**config.mk**
```make
export PLATFORM = sky130hd
export DESIGN_NAME = pixel_quad_packer
export DESIGN_NICKNAME = d
export VERILOG_FILES = /design/src/rtl/pixel_quad_packer.sv
export SDC_FILE = /design/constraint.sdc
export NUM_CORES = 1
export LEC_CHECK = 0
export ABC_AREA = 1
export CAP_MARGIN = 20
export CORE_MARGIN = 2
export CORE_UTILIZATION = 25
export CTS_CLUSTER_SIZE = 14
export DETAILED_ROUTE_END_ITERATION = 16
export GPL_TIMING_DRIVEN = 0
export PLACE_DENSITY = 0.48
export RECOVER_POWER = 50
export SYNTH_ARGS = -nofsm -noshare
export SYNTH_HDL_FRONTEND = slang
export SYNTH_SLANG_ARGS = --single-unit
```
**constraint.sdc**
```tcl
create_clock -name clk -period 3.4 [get_ports clk]
set_input_delay 0.68 -clock clk [delete_from_list [all_inputs] [get_ports clk]]
set_output_delay 0.68 -clock clk [all_outputs]
set_load 0.01 [all_outputs]
```
**src/rtl/pixel_quad_packer.sv**
```systemverilog
// ============================================================================
// Module   : pixel_quad_packer
// Purpose  : Packs single RGB pixels into MSB-first quads with line flush.
//            Optional PACKER_COUNT_EN adds quad/line handshake counters.
// Revision : 1.0 - initial release
// ============================================================================
`default_nettype none

module pixel_quad_packer #(
  parameter int               PIX_W     = 8,
  parameter logic [PIX_W-1:0] PAD_VALUE = '0
) (
  input  logic                 clk,
  input  logic                 rst_n,
  input  logic                 valid_pix,
  output logic                 pix_ready,
  input  logic [PIX_W-1:0]     R,
  input  logic [PIX_W-1:0]     G,
  input  logic [PIX_W-1:0]     B,
  input  logic                 pix_last,
  output logic                 valid_quad,
  input  logic                 quad_ready,
  output logic [4*PIX_W-1:0]   R_quad,
  output logic [4*PIX_W-1:0]   G_quad,
  output logic [4*PIX_W-1:0]   B_quad,
  output logic [3:0]           quad_mask,
  output logic                 quad_last
`ifdef PACKER_COUNT_EN
  ,
  output logic [15:0]          quad_count,
  output logic [15:0]          line_count
`endif
);

  localparam int QUAD_W = 4 * PIX_W;
  localparam int ACC_W  = 3 * PIX_W;

  function automatic logic [QUAD_W-1:0] put_slot(input logic [QUAD_W-1:0] w,
                                                 input logic [1:0]        s,
                                                 input logic [PIX_W-1:0]  p);
    logic [QUAD_W-1:0] res;
    res = w;
    res[QUAD_W-1-int'(s)*PIX_W -: PIX_W] = p;
    return res;
  endfunction

  logic [1:0]        idx_q, idx_d;
  logic [ACC_W-1:0]  acc_r_q, acc_g_q, acc_b_q;
  logic [ACC_W-1:0]  acc_r_d, acc_g_d, acc_b_d;
  logic [QUAD_W-1:0] out_r_q, out_g_q, out_b_q;
  logic [QUAD_W-1:0] out_r_d, out_g_d, out_b_d;
  logic [3:0]        mask_q, mask_d;
  logic              last_q, last_d;
  logic              vq_q, vq_d;

  logic              accept;
  logic              complete;
  logic [QUAD_W-1:0] merged_r, merged_g, merged_b;

  assign pix_ready = !vq_q || quad_ready;
  assign accept    = valid_pix && pix_ready;
  assign complete  = accept && ((idx_q == 2'd3) || pix_last);

  // Unwritten accumulator slots already hold PAD_VALUE, so merging the
  // current pixel at idx yields the padded quad directly.
  assign merged_r = put_slot({acc_r_q, PAD_VALUE}, idx_q, R);
  assign merged_g = put_slot({acc_g_q, PAD_VALUE}, idx_q, G);
  assign merged_b = put_slot({acc_b_q, PAD_VALUE}, idx_q, B);

  always_comb begin
    idx_d   = idx_q;
    acc_r_d = acc_r_q;
    acc_g_d = acc_g_q;
    acc_b_d = acc_b_q;
    out_r_d = out_r_q;
    out_g_d = out_g_q;
    out_b_d = out_b_q;
    mask_d  = mask_q;
    last_d  = last_q;
    vq_d    = vq_q;

    if (vq_q && quad_ready) begin
      vq_d = 1'b0;
    end

    if (complete) begin
      out_r_d = merged_r;
      out_g_d = merged_g;
      out_b_d = merged_b;
      mask_d  = ~(4'b0111 >> idx_q);
      last_d  = pix_last;
      vq_d    = 1'b1;
      idx_d   = 2'd0;
      acc_r_d = {3{PAD_VALUE}};
      acc_g_d = {3{PAD_VALUE}};
      acc_b_d = {3{PAD_VALUE}};
    end else if (accept) begin
      idx_d   = idx_q + 2'd1;
      acc_r_d = merged_r[QUAD_W-1:PIX_W];
      acc_g_d = merged_g[QUAD_W-1:PIX_W];
      acc_b_d = merged_b[QUAD_W-1:PIX_W];
    end
  end

  always_ff @(posedge clk or negedge rst_n) begin
    if (!rst_n) begin
      idx_q   <= 2'd0;
      acc_r_q <= {3{PAD_VALUE}};
      acc_g_q <= {3{PAD_VALUE}};
      acc_b_q <= {3{PAD_VALUE}};
      out_r_q <= '0;
      out_g_q <= '0;
      out_b_q <= '0;
      mask_q  <= 4'b0000;
      last_q  <= 1'b0;
      vq_q    <= 1'b0;
    end else begin
      idx_q   <= idx_d;
      acc_r_q <= acc_r_d;
      acc_g_q <= acc_g_d;
      acc_b_q <= acc_b_d;
      out_r_q <= out_r_d;
      out_g_q <= out_g_d;
      out_b_q <= out_b_d;
      mask_q  <= mask_d;
      last_q  <= last_d;
      vq_q    <= vq_d;
    end
  end

  assign valid_quad = vq_q;
  assign R_quad     = out_r_q;
  assign G_quad     = out_g_q;
  assign B_quad     = out_b_q;
  assign quad_mask  = mask_q;
  assign quad_last  = last_q;

`ifdef PACKER_COUNT_EN
  logic [15:0] qcnt_q, lcnt_q;

  always_ff @(posedge clk or negedge rst_n) begin
    if (!rst_n) begin
      qcnt_q <= 16'd0;
      lcnt_q <= 16'd0;
    end else if (vq_q && quad_ready) begin
      qcnt_q <= qcnt_q + 16'd1;
      if (last_q) begin
        lcnt_q <= lcnt_q + 16'd1;
      end
    end
  end

  assign quad_count = qcnt_q;
  assign line_count = lcnt_q;
`endif

endmodule

`default_nettype wire
```
==> results.toml <==
[status]
outcome = "finished with violations"
violations = "max-capacitance violations, max-slew violations"

[worst_setup_path]
critPathSlowestCell = "clkbuf_1"
worstPathRequired_ns = 3.78
crit_chain = "ha_1 > clkbuf_1 > nor2_1 > clkinv_1 > nand3_1 > clkbuf_1 > clkbuf_1 > nand2_1 > nand2_1"
critPathLaunchType = "flip-flop"
critPathKind = "flip-flop to flip-flop"
max_stage_delay_ns = 0.61
critical_path.top_delay_family = "buffers and inverters"
crit_top_cell = "clkbuf_1"
cp_max_fo = 10
worst-path-buf-inv = 4
crit_arrival_ns = 3.39
endpoint_kind = "flip-flop"

[layout]
drive_gt1_frac = 0.0514
instances_no_fill = 1725
stdcell_area_um2 = 10600
nets = 1303
area_delta_synth_final_pct = 30.0
nFillCells = 3515
antennaDiodeCount = 0

[yosys]
synth_ff_type = "dfrtp_1"
ys_top_cells_by_area = "dfrtp_1 (54%), nand2_1 (34%), inv_1 (2.4%)"
yosysSeqAreaShare = 0.542
yosysWarnings = 0
ys_async_sr_fraction = 1.00
synth_top_area_share = 0.542
synth_cells = 1119
synth_edf_count = 0
netlist_area_um2 = 8130
synth_fp_nets = 1152
yosys-top-cells-count = "nand2_1 (740), dfrtp_1 (176), inv_1 (53)"
synth_most_common_cell = "nand2_1"
synth_cell_types = 16
synth.ff_latch_count = 176
avgSynthCellArea_um2 = 7.26
yosysTopAreaCell = "dfrtp_1"

[place]
io_buffer_count = 131
dp_hpwl_um = 18900
placed_area_um2 = 10000
place_inst = 1693
place_ws_ns = 0.758
gp_congestion = 0.766

[timing]
min_period_ns = 3.01
rsz0062_at_grt = "no"
finalSetupTns_ns = 0
worst_pin_slew_ns = 1.75
slew_violations = 66
finalClockSkew_ns = 0.00898
finalHoldViolCount = 0
setup_slack_ns = 0.385
setup_viol = 0
slew_headroom = -0.169
period_share = 0.887
clock.fmax_mhz = 332

[floorplan]
die_w_um = 184
core_um2 = 32300
die_y_um = 184
num_io_pins = 132
die_area_um2 = 34000
initial_core_util = 0.252
rows = 66

[cts]
cts-buffers-inserted = 17
clkTransAtPathRegs_ns = 0.07
cts_tree = "done"
clock-sinks = 176
cts_resized = 0
clock-root-buffer = "clkbuf_16"
htreeDepth = 4
hold_buffers = 0
clock_latency_ns = 0.44
cts_setup_buffers = 0
clockBufferDepth = 2

[grt]
grt_pass1_wl_um = 41100
antenna_found_initial = 0
grt_pass1_vias = 7097
grt_max_degree = 113
track_usage = 0.160
overflow = 0

[detailed_routing]
drt-vias-per-instance = 4.15
routed_wl_um = 26400
route.vias.total = 7163
drt_pass1_iterations = 5
first_iter_violations = 427
post-route-drc-count = 0
wire_per_inst_um = 15.3
drtAntennaViolNets = 0

[worst_hold_path]
min_path_type = "flip-flop to flip-flop"

[pwr]
p_per_area_nw_per_um2 = 579
fin_total_pwr_mw = 6.12
power_leakage_nw = 5.95
irDropWorstVdd_mv = 0.400

[job]
cap_violations = 1
-- layer usage --
metal	global-route usage	vias up	wire, um
met2	0.254	161	11900
met5	0	-	0
li1	-	3622	-
met1	0.224	3359	12900
met3	0.0298	21	1270
met4	0.0454	0	346
-- worst min-delay path: cells and delay by family, from the launching register on --
| kind | cells | cell delay [ns] |
|---|---|---|
| buffers and inverters | 1 | 0.04 |
| flip-flops | 1 | 0.34 |
| AND/OR/NAND/NOR | 1 | 0.05 |
-- layout by cell type (no fill, tap or decap), drive strengths merged --
cell             n
nand3           26
bufinv           3
clkinvlp         1
clkbuf          53
dlygate4sd3     14
clkinv           7
dfrtp          176
clkdlybuf4s50  116
inv             61
nand2          742
ha               4
buf             27
nor2            53
-- final timing paths --
kind | startpoint | slack [ns] | to | cells after the start
setup / recovery | idx_q[1]$_DFFE_PN0P_ | 0.39 | B_quad[13]$_DFFE_PN0P_ | 9
max in group asynchronous | rst_n | 0.89 | B_quad[14]$_DFFE_PN0P_ | 2
hold / removal | quad_mask[3]$_DFFE_PN0P_ | 0.46 | quad_mask[3]$_DFFE_PN0P_ | 2
setup reg to reg | idx_q[1]$_DFFE_PN0P_ | 0.39 | B_quad[13]$_DFFE_PN0P_ | 9
hold reg to reg | quad_mask[3]$_DFFE_PN0P_ | 0.46 | quad_mask[3]$_DFFE_PN0P_ | 2
min in group asynchronous | rst_n | 0.67 | R_quad[25]$_DFFE_PN0P_ | 1
-- per-stage QoR --
step	utilization	hold WS [ns]
detailed placement	0.311	0.458
CTS	0.329	0.219
global route	0.327	0.493
finish	0.327	0.464
global placement	0.310	0.455
floorplan	-	0.384
-- where the power goes --
group          leakage (nW)  switching, mW  internal, mW
Combinational          3.26          0.947         0.579
Sequential             2.40          0.157          2.35
Clock                 0.298          0.915          1.17
Total                  5.95           2.02          4.10
-- area by class of cell --
class                      count  area [um2]  share of cell area
tap                          442         553              0.0523
clock buffer                  18         429              0.0406
timing repair buffer         132        1320               0.125
clock inverter                14         180              0.0171
buffer                        60         284              0.0269
inverter                      58         218              0.0206
multi-input combinational    825        3180               0.301
sequential                   176        4400               0.417
-- kinds of logic after synthesis --
| group | Yosys count | synth area share |
|---|---|---|
| and+or+nand+nor | 821 | 0.386 |
| DFF | 176 | 0.542 |
| buffers and inverters | 118 | 0.0659 |
| adders and majority gates | 4 | 0.00616 |
-- flip-flops by register name (all words and copies together) (netlist names) --
| signal | count |
|---|---|
| acc_g_q | 24 |
| valid_quad | 1 |
| G_quad | 32 |
| R_quad | 32 |
| acc_r_q | 24 |
| B_quad | 32 |
| quad_mask | 4 |
| acc_b_q | 24 |
| idx_q | 2 |
| quad_last | 1 |
Power figures use the tool's default switching activity.
